### config.mk
export PLATFORM = sky130hd
export DESIGN_NAME = serial_frame_tx_flat
export DESIGN_NICKNAME = d
export VERILOG_FILES = /design/src/rtl/serial_frame_pkg.sv /design/src/rtl/serial_frame_tx_if.sv /design/src/rtl/serial_frame_tx_bit_timer.sv /design/src/rtl/serial_frame_tx.sv /design/src/flat_wrapper.sv
export SDC_FILE = /design/constraint.sdc
export NUM_CORES = 1
export LEC_CHECK = 0
export CAP_MARGIN = 10
export CELL_PAD_IN_SITES_DETAIL_PLACEMENT = 1
export CELL_PAD_IN_SITES_GLOBAL_PLACEMENT = 2
export CORE_MARGIN = 1.5
export CORE_UTILIZATION = 32
export DETAILED_ROUTE_END_ITERATION = 10
export GPL_ROUTABILITY_DRIVEN = 0
export PLACE_DENSITY_LB_ADDON = 0.1
export SETUP_SLACK_MARGIN = 0.4
export SYNTH_ARGS = -nofsm -noshare
export SYNTH_HDL_FRONTEND = slang
export SYNTH_HIERARCHICAL = 1
export SYNTH_SLANG_ARGS = --single-unit
### constraint.sdc
create_clock -name clk -period 2.5 [get_ports clk]
set_clock_uncertainty 0.1 [all_clocks]
set_input_delay 0.5 -clock clk [delete_from_list [all_inputs] [get_ports clk]]
set_output_delay 0.5 -clock clk [all_outputs]
set_load 0.02 [all_outputs]
### src/rtl/serial_frame_pkg.sv
// Shared types and line levels for the serial frame transmitter.
package serial_frame_pkg;

    typedef enum logic [2:0] {
        IDLE,
        START,
        DATA,
        PARITY,
        STOP
    } tx_state_t;

    localparam logic START_BIT  = 1'b0;
    localparam logic STOP_BIT   = 1'b1;
    localparam logic IDLE_LEVEL = 1'b1;

endpackage

### src/rtl/serial_frame_tx_if.sv
// Load strobe, data word and serial line status of the frame transmitter.
interface serial_frame_tx_if #(
    parameter int unsigned WIDTH = 4
);

    logic             enable;
    logic [WIDTH-1:0] data_in;
    logic             serial_out;
    logic             busy;
    logic             done;

    modport master (
        output enable,
        output data_in,
        input  serial_out,
        input  busy,
        input  done
    );

    modport slave (
        input  enable,
        input  data_in,
        output serial_out,
        output busy,
        output done
    );

endinterface

### src/rtl/serial_frame_tx_bit_timer.sv
// Bit period timer: counts while run is high and ticks on the last cycle of each period.
module bit_timer #(
    parameter int unsigned CLKS_PER_BIT = 1
) (
    input  logic clk,
    input  logic reset,
    input  logic run,
    output logic tick
);

    localparam int unsigned CNT_W = (CLKS_PER_BIT > 1) ? $clog2(CLKS_PER_BIT) : 1;
    localparam logic [CNT_W-1:0] CNT_LAST = CNT_W'(CLKS_PER_BIT - 1);

    logic [CNT_W-1:0] cnt_q;

    assign tick = run && (cnt_q == CNT_LAST);

    always_ff @(posedge clk) begin
        if (reset || !run || tick) begin
            cnt_q <= '0;
        end else begin
            cnt_q <= cnt_q + CNT_W'(1);
        end
    end

endmodule

### src/rtl/serial_frame_tx.sv
// Framed parallel-to-serial transmitter: start bit, data LSB-first, optional even parity, stop bit.
module serial_frame_tx
    import serial_frame_pkg::*;
#(
    parameter int unsigned WIDTH        = 4,
    parameter int unsigned CLKS_PER_BIT = 1,
    parameter int unsigned PARITY_EN    = 1
) (
    input  logic              clk,
    input  logic              reset,
    serial_frame_tx_if.slave  bus
);

    localparam int unsigned IDX_W = (WIDTH > 1) ? $clog2(WIDTH) : 1;
    localparam logic [IDX_W-1:0] IDX_LAST = IDX_W'(WIDTH - 1);

    tx_state_t        state_q, state_d;
    logic [WIDTH-1:0] shift_q, shift_d;
    logic [IDX_W-1:0] idx_q, idx_d;
    logic             par_q, par_d;
    logic             so_q, so_d;
    logic             busy_q, busy_d;
    logic             done_q, done_d;
    logic             tick;
    logic             accept;

    bit_timer #(
        .CLKS_PER_BIT(CLKS_PER_BIT)
    ) u_bit_timer (
        .clk  (clk),
        .reset(reset),
        .run  (state_q != IDLE),
        .tick (tick)
    );

    assign accept = (state_q == IDLE) && bus.enable;

    // State register
    always_ff @(posedge clk) begin
        if (reset) begin
            state_q <= IDLE;
        end else begin
            state_q <= state_d;
        end
    end

    // Next-state logic; every non-idle state advances only on a bit period tick
    always_comb begin
        state_d = state_q;
        unique case (state_q)
            IDLE:    if (bus.enable) state_d = START;
            START:   if (tick) state_d = DATA;
            DATA:    if (tick && (idx_q == IDX_LAST)) state_d = (PARITY_EN != 0) ? PARITY : STOP;
            PARITY:  if (tick) state_d = STOP;
            STOP:    if (tick) state_d = IDLE;
            default: state_d = IDLE;
        endcase
    end

    // Datapath and output next values, derived from the upcoming state so the outputs can be registered
    always_comb begin
        shift_d = shift_q;
        idx_d   = idx_q;
        par_d   = par_q;
        if (accept) begin
            shift_d = bus.data_in;
            par_d   = ^bus.data_in;
        end else if ((state_q == DATA) && tick) begin
            shift_d = shift_q >> 1;
            idx_d   = (idx_q == IDX_LAST) ? '0 : idx_q + IDX_W'(1);
        end

        so_d = IDLE_LEVEL;
        unique case (state_d)
            IDLE:    so_d = IDLE_LEVEL;
            START:   so_d = START_BIT;
            DATA:    so_d = shift_d[0];
            PARITY:  so_d = par_d;
            STOP:    so_d = STOP_BIT;
            default: so_d = IDLE_LEVEL;
        endcase

        busy_d = (state_d != IDLE);
        done_d = (state_q == STOP) && (state_d == IDLE);
    end

    // Output and datapath registers; a reset mid-frame drops the frame without a done pulse
    always_ff @(posedge clk) begin
        if (reset) begin
            shift_q <= '0;
            idx_q   <= '0;
            par_q   <= 1'b0;
            so_q    <= IDLE_LEVEL;
            busy_q  <= 1'b0;
            done_q  <= 1'b0;
        end else begin
            shift_q <= shift_d;
            idx_q   <= idx_d;
            par_q   <= par_d;
            so_q    <= so_d;
            busy_q  <= busy_d;
            done_q  <= done_d;
        end
    end

    assign bus.serial_out = so_q;
    assign bus.busy       = busy_q;
    assign bus.done       = done_q;

endmodule
### src/flat_wrapper.sv
// flat-port wrapper written by rule: the top's interface ports become plain ports
module serial_frame_tx_flat import serial_frame_pkg::*;
#(
    parameter int unsigned WIDTH        = 4,
    parameter int unsigned CLKS_PER_BIT = 1,
    parameter int unsigned PARITY_EN    = 1
)
  (clk, reset, bus_enable, bus_data_in, bus_serial_out, bus_busy, bus_done);
  serial_frame_tx_if #(.WIDTH(WIDTH)) bus_i ();
  input  logic clk;
  input  logic reset;
  input wire logic [$bits(bus_i.enable)-1:0] bus_enable;
  input wire logic [$bits(bus_i.data_in)-1:0] bus_data_in;
  output wire logic [$bits(bus_i.serial_out)-1:0] bus_serial_out;
  output wire logic [$bits(bus_i.busy)-1:0] bus_busy;
  output wire logic [$bits(bus_i.done)-1:0] bus_done;
  assign bus_i.enable = bus_enable;
  assign bus_i.data_in = bus_data_in;
  assign bus_serial_out = bus_i.serial_out;
  assign bus_busy = bus_i.busy;
  assign bus_done = bus_i.done;
  serial_frame_tx #(.WIDTH(WIDTH), .CLKS_PER_BIT(CLKS_PER_BIT), .PARITY_EN(PARITY_EN)) u_core (.clk(clk), .reset(reset), .bus(bus_i));
endmodule
==> impl_metrics.tcl, run 1 <==
set metrics [dict create \
    clock_path_buffers 2 \
    synth_cell_types 31 \
    switchingPower_mw 0.125 \
    first_pass_iters 4 \
    crit_slowest_cell "dfxtp_1" \
    ys.warnings.count 6 \
    period_minus_slack_ps 1950 \
    cp_cell_sequence "or3_1, nor2b_4, and4bb_1, a22o_1, a21oi_2, o211ai_2" \
    final_util_pct 41.6 \
    fin_tns_setup_ps 0 \
    clk_latency_ps 280 \
    start_kind "flip-flop" \
    root_buffer "clkbuf_4" \
    synthAdderAreaFrac_pct 1.88 \
    drive_gt1_share_pct 20.5 \
    cp.arrival_ps 2010 \
    r2r_start "u_core/state_q[2]" \
    synthArstFlopShare_pct 0 \
    io_pins 10 \
    routedWlPerCell_um 11.8 \
    grt_setup_unrepaired "no" \
    rows 16 \
    clk_pin_slew_ps 90 \
    syn_nets 74 \
    seqPwrFrac_pct 50.2 \
    finalNetCount 87 \
    worstPathMaxFanout 9 \
    cts_tree "done" \
    min_path_cells 2 \
    synth_top_cell_area_share_pct 42.2 \
    routed_via_density 4.86 \
    drt_iter0_drc 6 \
    use_met1_pct 18.1 \
    status "complete, no violations" \
    hold_end "u_core/shift_q[1]" \
    instances_no_fill 105 \
    met3_usage_pct 2.78 \
    r2r_end "u_core/bus.serial_out" \
    ir_drop_mv 0.219 \
    p_clk_share_pct 33.9 \
    endpoint_kind "flip-flop" \
    hp-start "u_core/shift_q[1]" \
    min_period_over_period_pct 78.1 \
    synth_edf_count 0 \
    critPathTopFamily "simple AND/OR/NAND/NOR gates" \
    p_int_mw 0.366 \
    cap_violations 0 \
    grt.overflow.total 0 \
    die_area_um2 2360 \
    rr_worst_depth 6 \
    grt_use_met2_pct 18.5 \
    floorplan.die.width_um 48.6 \
    syn_to_final_growth_pct 23.0 \
    p_per_area_nw_per_um2 601 \
    power_mw 0.491 \
    final_max_slew_viol_count 0 \
    grt_max_degree 13 \
    synth-seq-area-share_pct 42.2 \
    slowest_delay_ps 390 \
    portBuffers 9 \
    synth_area_leaders "dfxtp_1, nor2_1, xnor2_1" \
    min-delay-path-class "flip-flop to flip-flop" \
    synth.area.mux_share_pct 3.01 \
    place_inst 101 \
    synth-xor-area-share_pct 3.95 \
    avgSynthCellArea_um2 10.1 \
    fp.dieH_um 48.6 \
    numCtsBuffers 3 \
    synthSimpleGateAreaFrac_pct 24.5 \
    grt_pass1_wl_um 2340 \
    grt-busiest-layer "met2" \
    antenna_found_initial 0 \
    synthFlopType "dfxtp_1" \
    dpl.hpwl_um 929 \
    placed_area_um2 777 \
    synth.most_common_cell "dfxtp_1" \
    num_vias 510 \
    syn_inst 66 \
    crit_buf_inv 0 \
    synth_top_family_by_area "simple AND/OR/NAND/NOR gates" \
    critPathRequiredTime_ps 2560 \
    setup_violations 0 \
    switching_share_pct 25.4 \
    htreeDepth 1 \
    critical_path_class "flip-flop to flip-flop" \
    cts_hold_buf 0 \
    insertedDiodeCount 0 \
    critPathLaunch "u_core/state_q[2]" \
    drt_drc_violations_left 0 \
    drt-total-wl_um 1240 \
    postCtsSetupRepairBufs 0 \
    grt_usage_pct 13.0 \
    fp.coreArea_um2 1960 \
    grt_pass1_vias 518 \
    yosysTopAreaCell "dfxtp_1" \
    cts_sinks 14 \
    final_hold_viol_count 0 \
    ant_nets 0 \
    synth_compound_area_share_pct 19.4 \
    stdcell_area_um2 817 \
    ys_ff_latch 14 \
    p_leak_nw 0.312 \
    initial_core_util_pct 33.9 \
    synthTopCellsByCount "dfxtp_1, nor2_1, a21oi_1, a22oi_1, xnor2_1" \
    r2r_setup_slack_ps 550 \
    clock.fmax_mhz 512 \
    syn_area_um2 664 \
    pwr-share-comb_pct 16.0 \
]
==> layout by cell type, fill, tap and decap left out, types with 2 or more instances in the layout <==
| cell type | instances |
|---|---|
| dfxtp_1 | 13 |
| clkdlybuf4s50_1 | 9 |
| nor2_1 | 9 |
| a21oi_1 | 4 |
| clkbuf_4 | 3 |
| xnor2_1 | 3 |
| a22oi_1 | 3 |
| or3_1 | 2 |
| mux2i_1 | 2 |
| nor2_2 | 2 |
| a211oi_1 | 2 |
| and3b_2 | 2 |
| nand2_1 | 2 |
| buf_4 | 2 |
==> stage by stage <==
step / setup slack [ps] / hold slack, ps
after CTS: 492 / 376
after detailed placement: 401 / 360
after floorplan: 637 / 337
after global routing: 424 / 402
final: 546 / 374
after global placement: 441 / 367
==> cells by family (layout without fill, tap and decap cells) <==
group | count (synthesis) | after routing
adder cells (fa/ha/maj) | 1 | 1
flip-flops | 14 | 14
multiplexers | 2 | 2
AND/OR/NAND/NOR | 24 | 24
AO/OA/AOI/OAI | 17 | 17
XOR/XNOR | 3 | 3
other | 1 | 1
buffers and inverters | 4 | 16
==> final cells by class <==
| type | instances | area, um^2 |
|---|---|---|
| sequential | 14 | 282 |
| inverter | 1 | 3.75 |
| timing repair buffer | 11 | 105 |
| fill | 246 | 1140 |
| multi-input combinational | 48 | 357 |
| clock buffer | 4 | 36.3 |
| tap | 27 | 33.8 |
==> metal layers <==
layer | part of all wire, % | vias to the layer above
met5 | 0 | -
met3 | 2.3 | 2
met4 | 1.1 | 0
met1 | 52 | 240
met2 | 45 | 4
li1 | - | 264
==> how the worst max path moves through the flow <==
| stage | to | slack, ps | cells after the start |
|---|---|---|---|
| after global placement | u_core/bus.serial_out | 440 | 5 |
| after CTS | u_core/bus.serial_out | 490 | 7 |
| final | u_core/bus.serial_out | 550 | 6 |
| after detailed placement | u_core/bus.serial_out | 400 | 5 |
| after floorplan | u_core/bus.serial_out | 640 | 7 |
| after global routing | u_core/bus.serial_out | 420 | 7 |
==> power by group through the flow <==
stage / combinational (mW) / clock (mW) / sequential [mW]
6_report: 0.0784 / 0.166 / 0.246
5_1_grt: 0.0876 / 0.187 / 0.249
4_1_cts: 0.0788 / 0.173 / 0.246
3_5_place_dp: 0.0786 / 0 / 0.252
3_3_place_gp: 0.0785 / 0 / 0.252
2_1_floorplan: 0.0496 / 0 / 0.251
==> worst register-to-register path, delay by kind of cell, from the launching register on <==
family,cells,cell delay (ps)
AO/OA/AOI/OAI,3,510
flip-flops,1,390
AND/OR/NAND/NOR,3,840
==> sequential cells by signal, indices dropped and copies added, names as in the netlist <==
register,count
u_core/bus.serial_out,1
u_core/shift_q,4
u_core/bus.busy,1
u_core/u_bit_timer/cnt_q,1
u_core/state_q,3
u_core/par_q,1
u_core/bus.done,1
u_core/idx_q,2
==> timing repair <==
action                                  in CTS  in global routing
endpoints found under the hold margin        0                  0
endpoints found under the setup margin       0                  2
gates resized for setup                      0                  2
No activity file was read; power rests on OpenSTA's default activity.
==> run 2, diff against run 1 <==
Clock period 2.5 ns to 2 ns, I/O delays scaled along.
==> impl_metrics.tcl, run 2 (synthesis results as in run 1) <==
set metrics [dict create \
    period_minus_slack_ps 1760 \
    p_clk_share_pct 32.9 \
    first_pass_iters 3 \
    placed_area_um2 805 \
    endpoint_kind "flip-flop" \
    switching_share_pct 26.4 \
    r2r_setup_slack_ps 240 \
    clock.fmax_mhz 567 \
    fin_tns_setup_ps 0 \
    htreeDepth 1 \
    routed_via_density 4.75 \
    initial_core_util_pct 33.9 \
    numCtsBuffers 3 \
    routedWlPerCell_um 12.6 \
    status "complete, no violations" \
    critPathRequiredTime_ps 2120 \
    clk_latency_ps 290 \
    p_int_mw 0.467 \
    largest_reg_flops 4 \
    reg_top3 "u_core/shift_q x4, u_core/state_q x3, u_core/idx_q x2" \
    cp.arrival_ps 1890 \
    rows 16 \
    ant_nets 0 \
    stdcell_area_um2 935 \
    grt_usage_pct 13.6 \
    mostFrequentLayoutCells "dfxtp_1, nor2_1, buf_4, clkdlybuf4s50_1, a21oi_2" \
    antenna_found_initial 0 \
    p_leak_nw 0.362 \
    grt_pass1_vias 535 \
    grt_pass1_wl_um 2390 \
    pwr-share-comb_pct 19.4 \
    drive_gt1_share_pct 40.0 \
    fp.coreArea_um2 1960 \
    cts_tree "done" \
    clk_pin_slew_ps 90 \
    portBuffers 9 \
    die_area_um2 2360 \
    grt_max_degree 13 \
    layout_commonest_cell "dfxtp_1" \
    clock_path_buffers 2 \
    critPathLaunch "u_core/state_q[2]" \
    num_vias 532 \
    min_period_over_period_pct 88.1 \
    cts_hold_buf 0 \
    drt-total-wl_um 1420 \
    worstPathMaxFanout 7 \
    seqPwrFrac_pct 47.7 \
    final_max_slew_viol_count 0 \
    cap_violations 0 \
    regMostFlops "u_core/shift_q" \
    hp-start "u_core/shift_q[1]" \
    final_hold_viol_count 0 \
    start_kind "flip-flop" \
    syn_to_final_growth_pct 40.7 \
    grt_setup_unrepaired "yes" \
    min-delay-path-class "flip-flop to flip-flop" \
    fp.dieH_um 48.6 \
    switchingPower_mw 0.167 \
    finalNetCount 94 \
    holdWs_ps 380 \
    cts_sinks 14 \
    root_buffer "clkbuf_4" \
    dpl.hpwl_um 1010 \
    ir_drop_mv 0.500 \
    grt.overflow.total 0 \
    p_per_area_nw_per_um2 679 \
    critical_path_class "flip-flop to flip-flop" \
    io_pins 10 \
    insertedDiodeCount 0 \
    drt_drc_violations_left 0 \
    drt_iter0_drc 4 \
    floorplan.die.width_um 48.6 \
    r2r_start "u_core/state_q[2]" \
    setup_violations 0 \
]
## run 2: what timing repair did
item / CTS / global route
endpoints found under the hold margin: 0 / 0
buffers inserted: 4 / 0
pin swaps: 5 / 8
gates resized for setup: 11 / 9
endpoints found under the setup margin: 11 / 10
## run 2: power by group through the flow
stage	clock network [mW]	registers [mW]	logic, mW
2_1_floorplan	0	0.314	0.0634
3_3_place_gp	0	0.308	0.110
3_5_place_dp	0	0.308	0.111
4_1_cts	0.219	0.302	0.119
5_1_grt	0.230	0.304	0.135
6_report	0.209	0.302	0.123
## run 2: path summary, 6_finish.rpt
check                                              to  cells after the start
worst max-delay path            u_core/bus.serial_out                      6
worst min-delay path                u_core/shift_q[1]                      2
worst max register to register  u_core/bus.serial_out                      6
worst min register to register      u_core/shift_q[1]                      2
## run 2: worst max-delay path: stages (launching register included)
cell and delay (ps):
dfxtp_2 330, or3_1 370, nor2b_4 160, a21oi_2 170
o31ai_4 120, or3_1 390, o211ai_2 60
## run 2: final cells by class
cell class	instances	area [um^2]
Tap cell	27	33.8
Multi-Input combinational cell	48	418
Timing Repair Buffer	18	161
Inverter	1	3.75
Fill cell	246	1030
Clock buffer	4	36.3
Sequential cell	14	282
## run 2: layer usage
metal | track usage, % | up-vias | routed length, um
li1 | - | 274 | -
met1 | 14.8 | 247 | 658
met2 | 22.5 | 9 | 672
met3 | 5.86 | 2 | 62
met4 | 7.14 | 0 | 21
met5 | 0 | - | 0
## run 2: metrics by stage
stage	instances	util [%]	setup WS, ps	total power [mW]
floorplan	66	-	184	0.377
finish	112	47.6	238	0.634
detailed placement	104	41.0	95.6	0.419
CTS	112	45.9	240	0.639
global placement	104	41.0	102	0.417
global route	112	47.6	147	0.669
==> edit 1 (config.mk and constraints of run 2) <==
`WIDTH` is set to 4 in 3 places; all go to 8.
--- a/src/rtl/serial_frame_tx_if.sv
+++ b/src/rtl/serial_frame_tx_if.sv
@@ -1,6 +1,6 @@
 // Load strobe, data word and serial line status of the frame transmitter.
 interface serial_frame_tx_if #(
-    parameter int unsigned WIDTH = 4
+    parameter int unsigned WIDTH = 8
 );
 
     logic             enable;
--- a/src/rtl/serial_frame_tx.sv
+++ b/src/rtl/serial_frame_tx.sv
@@ -2,7 +2,7 @@
 module serial_frame_tx
     import serial_frame_pkg::*;
 #(
-    parameter int unsigned WIDTH        = 4,
+    parameter int unsigned WIDTH        = 8,
     parameter int unsigned CLKS_PER_BIT = 1,
     parameter int unsigned PARITY_EN    = 1
 ) (
--- a/src/flat_wrapper.sv
+++ b/src/flat_wrapper.sv
@@ -1,7 +1,7 @@
 // flat-port wrapper written by rule: the top's interface ports become plain ports
 module serial_frame_tx_flat import serial_frame_pkg::*;
 #(
-    parameter int unsigned WIDTH        = 4,
+    parameter int unsigned WIDTH        = 8,
     parameter int unsigned CLKS_PER_BIT = 1,
     parameter int unsigned PARITY_EN    = 1
 )
Interface: changed (resized bus_data_in); port bits go from 10 to 14. No check against the original RTL was run, so the function may have changed too.
==> edit 1 against run 2 <==
Sequential share of layout area rose by 0.95 points. Design area rose by 32%. Routed wire length rose by 42%. Worst setup slack got worse by 0.010 ns. First-iteration DRC count rose to 5.5 times the old value. Via count rose by 43%. Largest power group unchanged. Sequential cell count rose by 5. Area after synthesis rose by 34%. Total power rose by 24%.
==> edit 1: results (changes against run 2) <==
| Metric | Value |
|---|---|
| Leakage power | `0.484 nW (+34%)` |
| Layout cell share with drive strength beyond 1 | `30.3% (-9.7 points)` |
| Fillers | `309 (+26%)` |
| HPWL Detailed | `1420 um (+41%)` |
| VDD IR-drop max | `0.471 mV (-5.8%)` |
| Largest net degree at the start of global routing | `19 (+6)` |
| Final hold slack | `0.363 ns (-0.0171 ns)` |
| Layout Nets | `133 (+41%)` |
| Initial DRT Pass Iterations | `4 (+1)` |
| Max stage delay on crit path | `0.36 ns (-0.03 ns)` |
| Clock-pin slew on the worst setup and hold paths | `0.12 ns (+0.03 ns)` |
| Vias in the first global route | `777 (+45%)` |
| WHS Endpoint | `u_core/shift_q[3]` |
| Worst Hold Launch | `u_core/shift_q[3]` |
| Synth Net Count | `109 (+47%)` |
| Top post-synthesis cells by count | `dfxtp_1, nand2_1, a21oi_1, a22oi_1, xnor2_1` |
| Top Registers | `u_core/shift_q (8), u_core/idx_q (3), u_core/state_q (3)` |
| Global-route wire length before repair | `3540 um (+48%)` |
| Met3 wire length | `65 um (+4.8%)` |
| I/O Buffers | `13 (+4)` |
| CTS resizes | `12 (+1)` |
| Met1 Use GR | `17.5% (+2.7 points)` |
| Dominant cells by area after synthesis | `dfxtp_1, xnor2_1, a22oi_1` |
| Sequential area share after synthesis | `42.8% (+0.63 points)` |
| Crit path DAT | `1.87 ns (-0.02 ns)` |
| DR iter-0 viols | `22 (+18)` |
| Unique masters post-synth | `33 (+6.5%)` |
| Total track usage | `14.4% (+0.78 points)` |
| Global routing usage on met3 | `4.19% (-1.7 points)` |
| Status | `completed` |
[edit 1: cell count changes after synthesis, sizes merged, moves of 2 or more]
| cell | run 2 | this run |
|---|---|---|
| dfxtp | 14 | 19 |
| xnor2 | 3 | 7 |
| buf | 2 | 4 |
| mux2i | 2 | 0 |
| nand2 | 2 | 13 |
| nor2 | 11 | 8 |
| a22oi | 3 | 8 |
| a21oi | 5 | 11 |
[edit 1: worst max-delay path, delay by kind of cell, from the launching register on]
kind	cells	cell delay, ns
flops	1	0.34
compound gates	3	0.43
simple gates	3	0.80
[edit 1: report_power, final]
group          internal [W]  switching, W
combinational     0.0000935     0.0000831
sequential         0.000400     0.0000101
clock             0.0000744      0.000126
[edit 1: logic make-up (layout without fill, tap and decap cells)]
| family | count (synthesis) | in the layout | synth area share [%] |
|---|---|---|---|
| simple gates | 33 | 33 | 22.0 |
| compound gates | 27 | 27 | 20.6 |
| flops | 19 | 19 | 42.8 |
| xor+xnor | 7 | 7 | 6.90 |
| buf+inv | 7 | 30 | 4.51 |
| fa+ha+maj | 2 | 2 | 2.82 |
| other cells | 1 | 1 | 0.422 |
[edit 1: stage by stage]
stage / power, W / instances / area, um^2 / setup WS (ns)
floorplan: 0.000519 / 96 / 911 / 0.0887
global placement: 0.000571 / 140 / 1080 / 0.0864
detailed placement: 0.000574 / 140 / 1080 / 0.0759
CTS: 0.000787 / 147 / 1170 / 0.182
global route: 0.000838 / 149 / 1230 / 0.0806
finish: 0.000787 / 149 / 1230 / 0.227
[edit 1: layout make-up]
type                       instances  area share, %
multi-input combinational         70           45.2
sequential                        19           31.1
timing repair buffer              25           18.2
tap                               30           3.05
clock buffer                       3           1.83
clock inverter                     1          0.406
inverter                           1          0.305
==> edit 2 (config.mk and constraints of run 2) <==
Made on the original files. Encoding of `tx_state_t`: now Gray code (3 bits for 5 states).
--- a/src/rtl/serial_frame_pkg.sv
+++ b/src/rtl/serial_frame_pkg.sv
@@ -2,11 +2,11 @@
 package serial_frame_pkg;
 
     typedef enum logic [2:0] {
-        IDLE,
-        START,
-        DATA,
-        PARITY,
-        STOP
+        IDLE   = 3'b000,
+        START  = 3'b001,
+        DATA   = 3'b011,
+        PARITY = 3'b010,
+        STOP   = 3'b110
     } tx_state_t;
 
     localparam logic START_BIT  = 1'b0;
Function: same outputs for any inputs over 10 cycles, from zero or initial values and one cycle with reset high; not proved beyond that.
==> edit 2 against run 2 <==
Die area decreased by 0.53%. Worst setup slack improved by 0.021 ns. Routed wire length decreased by 1.7%. Sequential cell count unchanged. Critical endpoint unchanged. Design area decreased by 4.0%. Area after synthesis decreased by 0.56%. Clock power decreased by 4%. Highest routed layer unchanged. Critical path type unchanged. Total power increased by 9.6%.
==> edit 2: results (changes against run 2) <==
| Metric | Value |
|---|---|
| Status | `completed` |
| CTS Root Cell | `clkbuf_4` |
| Top post-synthesis cells by count | `dfxtp_1, nor2_1, a21oi_1` |
| Unique masters post-synth | `31 (unchanged)` |
| Initial antenna violation count | `0 (unchanged)` |
| Worst Hold Class | `reg -> reg` |
| Clock-pin slew on the worst setup and hold paths | `0.09 ns (about the same)` |
| Initial DRT Pass Iterations | `2 (-1)` |
| Top layer in use | `met4` |
| Met2 WL | `631 um (-6.1%)` |
| Max Buffers Root-to-Sink | `2 (unchanged)` |
| VDD IR-drop max | `0.328 mV (-34%)` |
| Met1 Wirelength | `695 um (+5.6%)` |
| Worst Path Required | `2.06 ns (-0.06 ns)` |
| Worst-path fanout max | `7 (unchanged)` |
| Layout Nets | `93 (-1.1%)` |
| Layout cell share with drive strength beyond 1 | `33.3% (-6.7 points)` |
| Post-synth ARST share | `0% (unchanged)` |
| Net Switching | `0.000191 W (+14%)` |
| Cell Area, Synth | `661 um^2 (-0.56%)` |
| Drt total wl | `1390 um (-1.7%)` |
| Synth Net Count | `74 (unchanged)` |
| H-tree depth | `1 (unchanged)` |
| Total track usage | `13.8% (+0.19 points)` |
| I/O Buffers | `9 (unchanged)` |
| Fillers | `229 (-6.9%)` |
| HPWL Detailed | `999 um (-0.95%)` |
| Leakage power | `0.352 nW (-2.7%)` |
| Global-route wire length before repair | `2440 um (+2.0%)` |
| Clk_lat worst skew | `0.27 ns (-0.02 ns)` |
| DR iter-0 viols | `6 (+2)` |
| Met3 wire length | `49 um (-21%)` |
| Top FF cell, synth | `dfxtp_1` |
| Synth Warn # | `6 (unchanged)` |
| Largest net degree at the start of global routing | `12 (-1)` |
| Max reg flops | `4 (unchanged)` |
| # diodes | `0 (unchanged)` |
| Via/cell ratio | `4.66 (-1.9%)` |
| Dominant cells by area after synthesis | `dfxtp_1, nor2_1, mux2i_1` |
| Placed inst area | `816 um^2 (+1.4%)` |
| Vias in the first global route | `529 (-1.1%)` |
| Top Registers | `u_core/shift_q (4), u_core/state_q (3), u_core/idx_q (2)` |
| CTS Buf Count | `3 (unchanged)` |
| Sequential area share after synthesis | `42.4% (+0.24 points)` |
==> edit 2: what timing repair did <==
item / 4_1_cts / 5_1_grt
pin swaps: 3 / 1
gates resized for setup: 6 / 5
setup buffers: 2 / 0
endpoints found under the setup margin: 8 / 10
==> edit 2: critical path, stage by stage (launching register included) <==
cell	delay, ns
dfxtp_2	0.34
or3_4	0.37
nor2b_4	0.15
and4b_4	0.21
a22o_4	0.25
o21ai_2	0.12
a22oi_2	0.08
==> edit 2: cell type report <==
| class | count | area, um^2 | share of cell area, % |
|---|---|---|---|
| flip-flops and latches | 14 | 282 | 31.4 |
| clock buffers | 4 | 36.3 | 4.04 |
| multi-input cells | 48 | 395 | 44.1 |
| inverters | 1 | 3.75 | 0.418 |
| repair buffers | 17 | 146 | 16.3 |
| well taps | 27 | 33.8 | 3.77 |
==> edit 2: metrics by stage <==
step | power, W | setup slack (ns) | cells
detailed placement | 0.000490 | 0.159 | 105
finish | 0.000695 | 0.259 | 111
global placement | 0.000490 | 0.159 | 105
floorplan | 0.000425 | 0.137 | 66
global route | 0.000742 | 0.191 | 111
CTS | 0.000694 | 0.237 | 111
==> edit 2: path summary, 6_finish.rpt <==
check	start	to	slack, ns	cells past startpoint
min reg2reg	u_core/shift_q[1]	u_core/shift_q[1]	0.38	2
max	u_core/state_q[0]	u_core/bus.serial_out	0.26	6
max reg2reg	u_core/state_q[0]	u_core/bus.serial_out	0.26	6
min	u_core/shift_q[1]	u_core/shift_q[1]	0.38	2
==> edit 2: metal layers <==
metal	up-vias	global-route usage [%]
li1	270	-
met1	237	18.2
met2	8	21.1
met3	2	4.01
met4	0	5.71
met5	-	0
==> edit 2: kinds of logic (layout without fill, tap and decap cells) <==
| group | after synthesis | count (layout) | share of synthesized area [%] |
|---|---|---|---|
| muxes | 3 | 3 | 4.55 |
| AOI/OAI and AO/OA | 15 | 15 | 17.2 |
| other | 1 | 1 | 0.568 |
| and+or+nand+nor | 24 | 24 | 23.5 |
| adders and majority gates | 1 | 1 | 1.89 |
| buffers and inverters | 4 | 22 | 4.54 |
| xor gates and xnor gates | 4 | 4 | 5.30 |
| DFF | 14 | 14 | 42.4 |
==> edit 2: power groups by stage <==
stage          combinational [W]  sequential (W)  clock (W)
3_3_place_gp            0.000173        0.000317          0
2_1_floorplan          0.0000948        0.000330          0
5_1_grt                 0.000201        0.000315   0.000225
3_5_place_dp            0.000173        0.000318          0
6_report                0.000182        0.000312   0.000201
4_1_cts                 0.000172        0.000312   0.000210
